**config.mk**
```make
export PLATFORM = sky130hd
export DESIGN_NAME = prog_loader
export DESIGN_NICKNAME = d
export VERILOG_FILES = /design/src/rtl/prog_loader.sv
export SDC_FILE = /design/constraint.sdc
export NUM_CORES = 1
export LEC_CHECK = 0
export CAP_MARGIN = 20
export CORE_ASPECT_RATIO = 1.75
export CORE_MARGIN = 1
export CORE_UTILIZATION = 48
export DETAILED_ROUTE_END_ITERATION = 12
export PLACE_DENSITY = 0.73
export SLEW_MARGIN = 20
export SYNTH_ARGS = -nofsm -noshare
export SYNTH_HDL_FRONTEND = slang
export SYNTH_SLANG_ARGS = --single-unit
```
**constraint.sdc**
```tcl
create_clock -name clk -period 2.66 [get_ports clk]
set_input_delay 0.266 -clock clk [delete_from_list [all_inputs] [get_ports clk]]
set_output_delay 0.266 -clock clk [all_outputs]
set_load 0.1 [all_outputs]
```
**src/rtl/prog_loader.sv**
```systemverilog
`default_nettype none
// ============================================================================
// Module      : prog_loader
// Description : Byte-stream loader for the 9-bit instruction memory. It holds
//               the core in reset until the whole image has been written.
//               Define PROG_LOADER_CHECKSUM_EN to require a trailing XOR
//               checksum byte after the image.
// Revision    : 1.0 - initial release
// ============================================================================
module prog_loader #(
    parameter int D = 12,
    parameter int W = 9
) (
    input  logic         clk,
    input  logic         reset,
    input  logic         start,
    input  logic         in_valid,
    input  logic [7:0]   in_data,
    output logic         in_ready,
    output logic         wr_en,
    output logic [D-1:0] wr_addr,
    output logic [W-1:0] wr_data,
    output logic         core_reset,
    output logic         load_done,
    output logic         err
);

    localparam logic [16:0] c_max_words = 17'(2 ** D);

    typedef enum logic [3:0] {
        S_IDLE,
        S_HDR_LO,
        S_HDR_HI,
        S_DAT_LO,
        S_DAT_HI,
        S_WR,
        S_DONE,
        S_ERR
`ifdef PROG_LOADER_CHECKSUM_EN
        ,
        S_CHK
`endif
    } state_t;

    state_t         r_state;
    state_t         w_state_next;
    logic [15:0]    r_count;
    logic [D:0]     r_words;
    logic [D:0]     w_words_inc;
    logic [W-1:0]   r_wr_data;
    logic [15:0]    w_hdr_count;
    logic           w_accept;
    logic           w_start_ok;
`ifdef PROG_LOADER_CHECKSUM_EN
    logic [7:0]     r_xor;
`endif

    assign w_words_inc = r_words + 1'b1;
    assign w_hdr_count = {in_data, r_count[7:0]};
    assign w_accept    = in_valid && in_ready;
    assign w_start_ok  = start && (r_state == S_IDLE || r_state == S_DONE || r_state == S_ERR);

    // All outputs decode from registered state or registered datapath.
    always_comb begin
        in_ready = 1'b0;
        unique case (r_state)
            S_HDR_LO, S_HDR_HI, S_DAT_LO, S_DAT_HI: in_ready = 1'b1;
`ifdef PROG_LOADER_CHECKSUM_EN
            S_CHK:                                  in_ready = 1'b1;
`endif
            default:                                in_ready = 1'b0;
        endcase
    end

    assign wr_en      = (r_state == S_WR);
    assign core_reset = (r_state != S_DONE);
    assign load_done  = (r_state == S_DONE);
    assign err        = (r_state == S_ERR);
    assign wr_data    = r_wr_data;
    // A full 2**D image leaves the counter at 2**D; the address saturates there.
    assign wr_addr    = r_words[D] ? {D{1'b1}} : r_words[D-1:0];

    always_ff @(posedge clk) begin
        if (reset) begin
            r_state <= S_IDLE;
        end else begin
            r_state <= w_state_next;
        end
    end

    always_comb begin
        w_state_next = r_state;
        if (w_start_ok) begin
            w_state_next = S_HDR_LO;
        end else begin
            unique case (r_state)
                S_HDR_LO: if (w_accept) w_state_next = S_HDR_HI;
                S_HDR_HI: begin
                    if (w_accept) begin
                        if (w_hdr_count == 16'd0) begin
`ifdef PROG_LOADER_CHECKSUM_EN
                            w_state_next = S_CHK;
`else
                            w_state_next = S_DONE;
`endif
                        end else if (17'(w_hdr_count) > c_max_words) begin
                            w_state_next = S_ERR;
                        end else begin
                            w_state_next = S_DAT_LO;
                        end
                    end
                end
                S_DAT_LO: if (w_accept) w_state_next = S_DAT_HI;
                S_DAT_HI: begin
                    if (w_accept) begin
                        w_state_next = (in_data[7:1] != 7'd0) ? S_ERR : S_WR;
                    end
                end
                S_WR: begin
                    if (17'(w_words_inc) == 17'(r_count)) begin
`ifdef PROG_LOADER_CHECKSUM_EN
                        w_state_next = S_CHK;
`else
                        w_state_next = S_DONE;
`endif
                    end else begin
                        w_state_next = S_DAT_LO;
                    end
                end
`ifdef PROG_LOADER_CHECKSUM_EN
                S_CHK: begin
                    if (w_accept) begin
                        w_state_next = (in_data == r_xor) ? S_DONE : S_ERR;
                    end
                end
`endif
                default: w_state_next = r_state;
            endcase
        end
    end

    always_ff @(posedge clk) begin
        if (reset) begin
            r_count   <= 16'd0;
            r_words   <= '0;
            r_wr_data <= '0;
`ifdef PROG_LOADER_CHECKSUM_EN
            r_xor     <= 8'd0;
`endif
        end else if (w_start_ok) begin
            r_words   <= '0;
`ifdef PROG_LOADER_CHECKSUM_EN
            r_xor     <= 8'd0;
`endif
        end else begin
            unique case (r_state)
                S_HDR_LO: if (w_accept) r_count[7:0]  <= in_data;
                S_HDR_HI: if (w_accept) r_count[15:8] <= in_data;
                S_DAT_LO: begin
                    if (w_accept) begin
                        r_wr_data[7:0] <= in_data;
`ifdef PROG_LOADER_CHECKSUM_EN
                        r_xor          <= r_xor ^ in_data;
`endif
                    end
                end
                S_DAT_HI: begin
                    if (w_accept) begin
                        r_wr_data[W-1] <= in_data[0];
`ifdef PROG_LOADER_CHECKSUM_EN
                        r_xor          <= r_xor ^ in_data;
`endif
                    end
                end
                S_WR:     r_words <= w_words_inc;
                default:  ;
            endcase
        end
    end

endmodule
`default_nettype wire

```
==> impl_results.md, run 1 <==
- Outcome: complete, no violations
- RSZ-0062 raised after global routing: false
- Final-report hold violation count: 0
- First-pass GRT wire length: about 9.3 mm
- Chip width: 54.2 µm
- Setup TNS: 0 ns
- Total routed wirelength: 5.36 mm
- Clk_lat worst skew: 0.30 ns
- CP arrival: about 2.5 ns
- Clk buf depth: 2
- Final ANT Viol Nets: 0
- Hold crit path type: reg2reg
- Share of cells above drive strength 1: 0.221
- Critical-path top delay cell: dfxtp_1
- Top post-synthesis cells by area: dfxtp_1, mux2i_1, xnor2_1, nor2_1, nand2_1
- Pin count of the biggest net entering global routing: 21
- Yosys warns: 0
- Post_cts resized: 0
- Root Buffer: clkbuf_8
- Cell Int Power: 0.000874 W
- DP Cell Count: 351
- CP Launch Point: r_words[0]$_SDFFE_PP0P_
- Worst hold path cell count: 2
- Synth top cells by count: dfxtp_1, nor2_1, nand2_1
- Hold_ws: 0.460 ns
- Vias: 1982
- Die height: 93.3 µm
- Sequential power share: 0.526
- #FFs+latches synth: 41
- Bufs and invs on worst path: 0
- Core Region: 4480 µm²
- Synth Instances: about 270
- Fmax: between 400 and 500 MHz
- RD Place Congestion: 0.841
- Worst IR Drop VDD: 0.515 mV
- Dpl hpwl: 4.01 mm
- Worst Path Max Fanout: 8
- Clk sinks: 41
- CTS Hold Bufs: 0
- Routed WL per cell: 14.9 µm
- CP required: between 2 and 3 ns
- First-pass iteration count of the detailed router: 4
- GRT Total Usage: 0.250
- Crit path cell chain: ha_1 -> nand4_4 -> or2_2 -> xnor2_1 -> mux2i_1 -> o21ai_0 -> o31a_1
- CP top delay family: simple AND/OR/NAND/NOR gates
- CTS tree: built
- First DRT Iteration DRCs: 40
- Most common cell in the netlist: dfxtp_1
- Sw frac: 0.284
- Slew @ Worst Pin: 0.535 ns
- Port Buffers: 37
- Area Growth Syn to Fin: 18.6%
- Crit Reg-Reg Startpoint: r_words[0]$_SDFFE_PP0P_
- Crit-path max cell delay: 0.52 ns
- Post-layout minimum cycle time: 2.25 ns
- Die Area: 5050 µm²
- Vias in the first global route: 1923
- Register area share after synthesis: 0.359
- Top cell type's share of synthesized area: 0.359
- WHS Endpoint: wr_data[2]$_SDFFE_PP0P_
- MaxCap Viol Count: 0
- Total power divided by cell area: between 400 and 500 nW/µm²
- Initial Util: 0.510
- Synth cell types: between 40 and 50
- Area occupied by multi-input gates: 1360 µm²
- Setup violators final: 0
- Syn Std Cell Area: between 2000 and 2500 µm²
- Finished Layout Cells: around 360
- Sequential cell area: a little over 800 µm²
- Register-to-Register Path Depth: 7
- Initial antenna violation count: 0
- IO Pins: 38
- Primary FF master, synth: dfxtp_1
- Final net count: 320
- NetSw: 0.000346 W
- Total power draw: 0.00122 W
- R2R Setup Slk: between 0.4 and 0.5 ns
- Row count: 32
- N_diodes: 0
- Hold wc startpoint: wr_data[2]$_SDFFE_PP0P_
- CTS H-tree depth: 2
- Crit. End Element: register
- Part of the power in combinational logic: 0.130
- Reg-to-Reg End: r_state[0]$_SDFFE_PP0P_
- Leakage: 1.00 nW
- Filler cells: 421
- Largest area contributor in the netlist: dfxtp_1
- Post-synth EDFFs: 0
- Reg clk slew, reported paths: 0.09 ns
- Syn nets: 284
- Relative slew slack: 0.642
- Number of buffers created by CTS: 5
- Worst Clk Skew: 0.00689 ns
- Critical path launch point type: register
- Drt via density: ~5.5
- Final Util: 0.604
- Overflow after GRT: 0
- Slew Viols, Final: 0
- Period utilization: 0.846
- Crit Path Class: reg2reg
- DRC viols: 0
- Clock power share: 0.344
- Post-CTS Setup Bufs: 0
- Mean Syn Cell Area: 8.44 µm²
- Async SR Flop Fraction: 0
cell type report:
cell class	instances	area share
sequential	41	0.303
multi-input combinational	211	0.501
timing repair buffer	44	0.132
inverter	4	0.00693
clock buffer	5	0.0254
tap	51	0.0235
clock inverter	3	0.00831
flip-flops by register name, summed over array words and instances (netlist names):
register and flops:
r_words 13, wr_data 9, r_count 16, r_state 3
power by group through the flow:
stage          combinational (W)  clock, W  sequential, W
3_3_place_gp            0.000157         0       0.000656
4_1_cts                 0.000159  0.000431       0.000642
3_5_place_dp            0.000158         0       0.000656
6_report                0.000158  0.000420       0.000642
5_1_grt                 0.000173  0.000459       0.000644
2_1_floorplan           0.000106         0       0.000652
metrics by stage:
step	cell area, µm²	worst slack [ns]
2_1_floorplan	2290	0.104
3_3_place_gp	2620	0.501
3_5_place_dp	2620	0.435
4_1_cts	2710	0.414
5_1_grt	2710	0.250
6_report	2710	0.409
routing by layer:
| layer | up-vias | global-route usage | part of all wire |
|---|---|---|---|
| met3 | 15 | 0.0407 | 0.030 |
| li1 | 995 | - | - |
| met1 | 921 | 0.293 | 0.41 |
| met5 | - | 0 | 0 |
| met2 | 51 | 0.416 | 0.52 |
| met4 | 0 | 0.128 | 0.038 |
cell usage in the layout (no fill, tap or decap), types with 2 or more instances in the layout:
master and n:
clkbuf_8 5, a21oi_1 14, or2_2 14, xnor2_1 17, nand2b_1 4, a21boi_0 2, dfxtp_1 41, buf_4 33
nor4_1 4, o21ai_0 8, clkdlybuf4s50_1 11, xor2_1 12, nor2_1 39, nor3_2 2, nand3b_1 4, mux2i_1 20
nand4_1 7, nand3_1 5, inv_1 2, nor3_1 6, clkinvlp_4 4, nand2_1 30
worst max-delay path by stage:
stage                     slack, ns                 endpoint  depth (start not counted)
after global placement         0.50  r_state[0]$_SDFFE_PP0P_                          7
after CTS                      0.41  r_state[0]$_SDFFE_PP0P_                          7
after global routing           0.25  r_state[0]$_SDFFE_PP0P_                          7
after detailed placement       0.43  r_state[0]$_SDFFE_PP0P_                          7
after floorplan                0.10                load_done                          3
final                          0.41  r_state[0]$_SDFFE_PP0P_                          7
worst reg2reg max path, delay by kind of cell, from the launching register on:
kind	cells	cell delay, ns
DFF	1	0.52
muxes	1	0.11
adders and majority gates	1	0.42
and+or+nand+nor	2	0.55
xor gates and xnor gates	1	0.14
AOI/OAI and AO/OA	2	0.40
cell families after synthesis:
family | share of synthesized area
xor gates and xnor gates | 0.111
buffers and inverters | 0.0471
muxes | 0.0876
DFF | 0.359
adders and majority gates | 0.00547
AOI/OAI and AO/OA | 0.105
and+or+nand+nor | 0.285
Note: power is estimated with default switching activity, not from simulation.
==> run 2: changes to the inputs <==
- clock period: 2.66 -> 2.2 ns (I/O delays scaled with it)
==> run 2 against run 1 <==
Compared with the run above:
- power up 23%
- first-iteration DRC count up 7.5%
- worst setup slack worse by 0.22 ns
- register-to-register slack worse by 0.22 ns
- sequential power is 20% higher
==> impl_results.md, run 2 (synthesized netlist as in run 1, its figures left out) <==
- Final ANT Viol Nets: 0 (unchanged)
- Clk_lat worst skew: 0.30 ns (about the same)
- Fmax: 497 MHz (+12%)
- DRC viols: 0 (unchanged)
- Share of cells above drive strength 1: 0.251 (+0.0300)
- Crit path cell chain: ha_1 -> xor2_1 -> nor4_2 -> nand2b_1 -> o41ai_1 -> nand4_1 -> o31a_1
- Chip width: 54.2 µm (unchanged)
- Clk buf depth: 2 (unchanged)
- MaxCap Viol Count: 0 (unchanged)
- Crit Path Class: reg2reg
- First-pass iteration count of the detailed router: 4 (unchanged)
- RD Place Congestion: 0.865 (+2.8%)
- Die height: 93.3 µm (unchanged)
- WHS Endpoint: wr_data[1]$_SDFFE_PP0P_
- Row count: 32 (unchanged)
- GRT Total Usage: 0.252 (+0.00159)
- Final Util: 0.631 (+0.0265)
- Worst Path Max Fanout: 2 (-6)
- First-pass GRT wire length: 9.18 mm (-1.3%)
- Most frequent cells in the layout: dfxtp_1, nor2_1, buf_4, nand2_1, mux2i_1
- Final-report hold violation count: 0 (unchanged)
- Top reg by flops: r_count
- Vias in the first global route: 1985 (+3.2%)
- Area Growth Syn to Fin: 23.8%
- Vias: 2038 (+2.8%)
- Setup violators final: 0 (unchanged)
- Initial antenna violation count: 0 (unchanged)
- Initial Util: 0.510 (unchanged)
- Period utilization: 0.915 (+0.0687)
- Pin count of the biggest net entering global routing: 20 (-4.8%)
- Crit-path max cell delay: 0.32 ns (-0.20 ns)
- Number of flip-flops in the largest register: 16 (unchanged)
- First DRT Iteration DRCs: 43 (+7.5%)
- Worst hold path cell count: 2 (unchanged)
- Clk sinks: 41 (unchanged)
- CP arrival: 2.21 ns (-0.24 ns)
- N_diodes: 0 (unchanged)
- Core Region: 4480 µm² (unchanged)
- Slew Viols, Final: 0 (unchanged)
- Routed WL per cell: 15.1 µm (+0.87%)
- Hold crit path type: reg2reg
- Die Area: 5050 µm² (unchanged)
- Leakage: 1.06 nW (+5.8%)
- R2R Setup Slk: 0.19 ns (-0.22 ns)
- Crit Reg-Reg Startpoint: r_words[0]$_SDFFE_PP0P_
- IO Pins: 38 (unchanged)
- Post-layout minimum cycle time: 2.01 ns (-0.238 ns)
- Filler cells: 390 (-7.4%)
- Commonest non-fill, non-tap cell in the layout: dfxtp_1
- CTS tree: built
- Slew @ Worst Pin: 0.561 ns (+0.0256 ns)
- Post-CTS Setup Bufs: 0 (unchanged)
- CTS H-tree depth: 2 (unchanged)
- Critical-path top delay cell: dfxtp_1
- Total power divided by cell area: 529 nW/µm² (+17%)
- Final net count: 327 (+2.2%)
- Port Buffers: 37 (unchanged)
- Worst IR Drop VDD: 0.499 mV (-3.1%)
- Crit. End Element: register
- Overflow after GRT: 0 (unchanged)
- Drt via density: 5.57 (+0.86%)
- Dpl hpwl: 4.25 mm (+6.1%)
- Critical path launch point type: register
- Root Buffer: clkbuf_8
- Reg clk slew, reported paths: 0.08 ns (about the same)
- Total routed wirelength: 5.51 mm (+2.8%)
- CP required: 2.40 ns (-0.45 ns)
- Setup TNS: 0 ns (unchanged)
- RSZ-0062 raised after global routing: false
- Register-to-Register Path Depth: 7 (unchanged)
- Hold wc startpoint: wr_data[1]$_SDFFE_PP0P_
- Number of buffers created by CTS: 5 (unchanged)
- Placement Setup Slack: 0.160 ns (-0.275 ns)
- Worst Clk Skew: 0.00540 ns (-0.00149 ns)
- Relative slew slack: 0.625 (-0.0171)
- Outcome: complete, no violations
- Setup ws final: 0.187 ns (-0.222 ns)
- Reg-to-Reg End: r_state[0]$_SDFFE_PP0P_
==> run 2: changes by cell type in the layout (fill, tap and decap cells not counted), sizes merged <==
| cell | before | now |
|---|---|---|
| buf | 33 | 40 |
==> run 2: through the flow <==
stage | hold WS [ns] | cell area, µm² | std cells | total power (W)
floorplan | 0.356 | 2300 | 271 | 0.000921
global placement | 0.446 | 2740 | 358 | 0.00100
detailed placement | 0.448 | 2740 | 358 | 0.00100
CTS | 0.460 | 2830 | 366 | 0.00151
global route | 0.482 | 2830 | 366 | 0.00156
finish | 0.459 | 2830 | 366 | 0.00150
==> run 2: worst max-delay path by stage <==
stage,from,end,cells past startpoint
floorplan,r_state[0]$_SDFFE_PP0P_,r_words[11]$_SDFFE_PP0P_,7
global placement,in_data[1],r_state[0]$_SDFFE_PP0P_,6
detailed placement,in_data[2],r_state[0]$_SDFFE_PP0P_,6
CTS,r_words[3]$_SDFFE_PP0P_,r_state[0]$_SDFFE_PP0P_,6
global route,r_words[1]$_SDFFE_PP0P_,r_state[0]$_SDFFE_PP0P_,7
finish,r_words[0]$_SDFFE_PP0P_,r_state[0]$_SDFFE_PP0P_,7
==> run 2: critical path, delay by kind of cell (launching register included) <==
kind	cells	cell delay [ns]
compound gates	2	0.56
simple gates	3	0.54
flops	1	0.32
fa+ha+maj	1	0.32
xor+xnor	1	0.16
==> run 2: cell type report <==
cell class              instances  area (µm²)  share of cell area
clock buffers                   5        68.8              0.0243
clock inverters                 3        22.5             0.00796
repair buffers                 51         460               0.163
multi-input cells             211        1370               0.485
well taps                      51        63.8              0.0226
flip-flops and latches         41         822               0.291
inverters                       4        18.8             0.00663
==> run 2: where the power goes <==
| part | switching, W | total (W) | internal, W |
|---|---|---|---|
| logic | 0.000122 | 0.000213 | 0.0000912 |
| clock network | 0.000288 | 0.000511 | 0.000223 |
| registers | 0.0000167 | 0.000772 | 0.000756 |
| total | 0.000427 | 0.00150 | 0.00107 |
==> run 2: repair_timing <==
action,CTS,global route
setup endpoints to repair,0,1
hold buffers,0,0
gates resized for setup,0,1
==> run 2: metal layers <==
| layer | routed length (µm) | vias up | global-route usage |
|---|---|---|---|
| li1 | - | 1013 | - |
| met1 | 2190 | 958 | 0.262 |
| met2 | 3030 | 51 | 0.450 |
| met3 | 141 | 16 | 0.0455 |
| met4 | 159 | 0 | 0.126 |
| met5 | 0 | - | 0 |
==> run 3: changes to the inputs <==
- clock period: 2.2 -> 2.1 ns (I/O delays scaled with it)
==> run 3 against run 2 <==
Compared with the run above:
- flip-flop and latch count unchanged
- final cell count up 2.2%
- combinational power up 8%
- critical path type is now reg2out
==> impl_results.md, run 3 (synthesized netlist as in run 1, its figures left out) <==
- Number of flip-flops in the largest register: 16 (unchanged)
- Crit Reg-Reg Startpoint: r_words[0]$_SDFFE_PP0P_
- Root Buffer: clkbuf_8
- Crit Path Class: reg2out
- Port Buffers: 37 (unchanged)
- Final net count: 335 (+2.4%)
- Initial antenna violation count: 0 (unchanged)
- Setup violators final: 0 (unchanged)
- Chip width: 54.2 µm (unchanged)
- Post-layout minimum cycle time: 1.96 ns
- Filler cells: 411 (+5.4%)
- Crit-path max cell delay: 0.59 ns (+0.27 ns)
- CP required: 1.89 ns (-0.51 ns)
- Sequential cell area: 822 µm² (unchanged)
- Overflow after GRT: 0 (unchanged)
- Routed WL per cell: 14.8 µm (-1.7%)
- Relative slew slack: 0.717 (+0.0919)
- RD Place Congestion: 0.880 (+1.7%)
- Crit. End Element: output pin
- Number of buffers created by CTS: 5 (unchanged)
- Register-to-Register Path Depth: 7 (unchanged)
- Top reg by flops: r_count
- N_diodes: 0 (unchanged)
- Final ANT Viol Nets: 0 (unchanged)
- Hold wc startpoint: wr_data[1]$_SDFFE_PP0P_
- Clk buf depth: 2 (unchanged)
- Leakage: 1.12 nW (+5.5%)
- CP arrival: 1.75 ns (-0.46 ns)
- Area occupied by multi-input gates: 1370 µm² (about the same)
- Worst Path Max Fanout: 12 (+10)
- Drt via density: 5.47 (-1.9%)
- Fmax: between 500 and 600 MHz
- Worst Clk Skew: 0.0107 ns (+0.00526 ns)
- CP top delay family: flip-flops
- First-pass iteration count of the detailed router: 4 (unchanged)
- Setup TNS: 0 ns (unchanged)
- Core Region: 4480 µm² (unchanged)
- Reg-to-Reg End: r_state[2]$_SDFFE_PP0P_
- Period utilization: 0.934
- Area Growth Syn to Fin: 27.0%
- CTS H-tree depth: 2 (unchanged)
- Die Area: 5050 µm² (unchanged)
- First DRT Iteration DRCs: 39 (-9.3%)
- Critical-path top delay cell: dfxtp_1
- Reg clk slew, reported paths: 0.08 ns (about the same)
- Critical path launch point type: register
- Slew @ Worst Pin: 0.425 ns (-0.136 ns)
- R2R Setup Slk: 0.18 ns (about the same)
- Vias in the first global route: 1949 (-1.8%)
- DRC viols: 0 (unchanged)
- Clk sinks: 41 (unchanged)
- Worst hold path cell count: 2 (unchanged)
- Hold_ws: 0.459 ns (+0.000334 ns)
- Vias: 2044 (+0.29%)
- Crit path cell chain: nand3b_1 -> clkinv_2 -> buf_4 -> buf_12
- Pin count of the biggest net entering global routing: 21 (+5.0%)
- Worst IR Drop VDD: 0.581 mV (+16%)
- Dpl hpwl: 4.25 mm (about the same)
- Slew Viols, Final: 0 (unchanged)
- RSZ-0062 raised after global routing: false
- Share of cells above drive strength 1: 0.272 (+0.0217)
- Final-report hold violation count: 0 (unchanged)
- CTS tree: built
- Outcome: complete, no violations
- Initial Util: 0.510 (unchanged)
- Total routed wirelength: 5.54 mm (+0.47%)
- Row count: 32 (unchanged)
- GRT Total Usage: 0.253 (+0.00136)
- Total power divided by cell area: 542 nW/µm² (+2.6%)
- MaxCap Viol Count: 0 (unchanged)
- WHS Endpoint: wr_data[1]$_SDFFE_PP0P_
- Commonest non-fill, non-tap cell in the layout: buf_4
- Bufs and invs on worst path: 3 (+3)
- IO Pins: 38 (unchanged)
- First-pass GRT wire length: 9.27 mm (+1.0%)
- Hold crit path type: reg2reg
- Die height: 93.3 µm (unchanged)
- Final Util: 0.648 (+0.0167)
- Clk_lat worst skew: 0.30 ns (about the same)
- Most frequent cells in the layout: buf_4, dfxtp_1, nor2_1, nand2_1, mux2i_1
-- run 3: cell count changes in the layout (fill, tap and decap cells not counted), sizes merged --
cell	previous run	this run
buf	40	48
clkinv	1	4
clkinvlp	4	1
-- run 3: cell type report --
class	instances	area share
repair buffers	59	0.184
inverters	4	0.00689
clock inverters	3	0.00776
flip-flops and latches	41	0.283
well taps	51	0.0220
clock buffers	5	0.0237
multi-input cells	211	0.473
-- run 3: how the worst max path moves through the flow --
stage	endpoint	cells past startpoint	slack, ns	from
after floorplan	load_done	3	0.03	r_state[2]$_SDFFE_PP0P_
after global placement	r_state[0]$_SDFFE_PP0P_	6	0.15	in_data[1]
after detailed placement	r_state[0]$_SDFFE_PP0P_	6	0.11	in_data[1]
after CTS	wr_en	4	0.14	r_state[1]$_SDFFE_PP0P_
after global routing	r_state[2]$_SDFFE_PP0P_	7	0.006	r_words[0]$_SDFFE_PP0P_
final	wr_en	4	0.14	r_state[1]$_SDFFE_PP0P_
-- run 3: where the power goes --
part,total (W),switching [W],internal (W)
logic,0.000230,0.000126,0.000104
registers,0.000813,0.0000216,0.000792
clock network,0.000532,0.000297,0.000236
-- run 3: routing by layer --
| layer | up-vias | part of all wire | global-route usage |
|---|---|---|---|
| met1 | 961 | 0.40 | 0.284 |
| li1 | 1029 | - | - |
| met2 | 42 | 0.54 | 0.436 |
| met5 | - | 0 | 0 |
| met4 | 0 | 0.035 | 0.124 |
| met3 | 12 | 0.025 | 0.0407 |
-- run 3: what timing repair did --
item | CTS | global route
hold buffers | 0 | 0
endpoints found under the setup margin | 0 | 2
gates resized for setup | 0 | 2
setup buffers | 0 | 0
hold endpoints to repair | 0 | 0
-- run 3: worst reg2reg max path, delay by kind of cell, from the launching register on --
family | cells | cell delay, ns
AOI/OAI and AO/OA | 2 | 0.58
and+or+nand+nor | 3 | 0.44
DFF | 1 | 0.32
adders and majority gates | 1 | 0.32
xor gates and xnor gates | 1 | 0.16
-- run 3: per-stage QoR --
step / cell area (µm²) / instances / power, W / setup WS (ns)
final: 2900 / 374 / 0.00158 / 0.139
after floorplan: 2310 / 271 / 0.000965 / 0.0332
after global placement: 2810 / 366 / 0.00106 / 0.146
after CTS: 2900 / 374 / 0.00159 / 0.142
after global routing: 2900 / 374 / 0.00164 / 0.00582
after detailed placement: 2810 / 366 / 0.00106 / 0.106
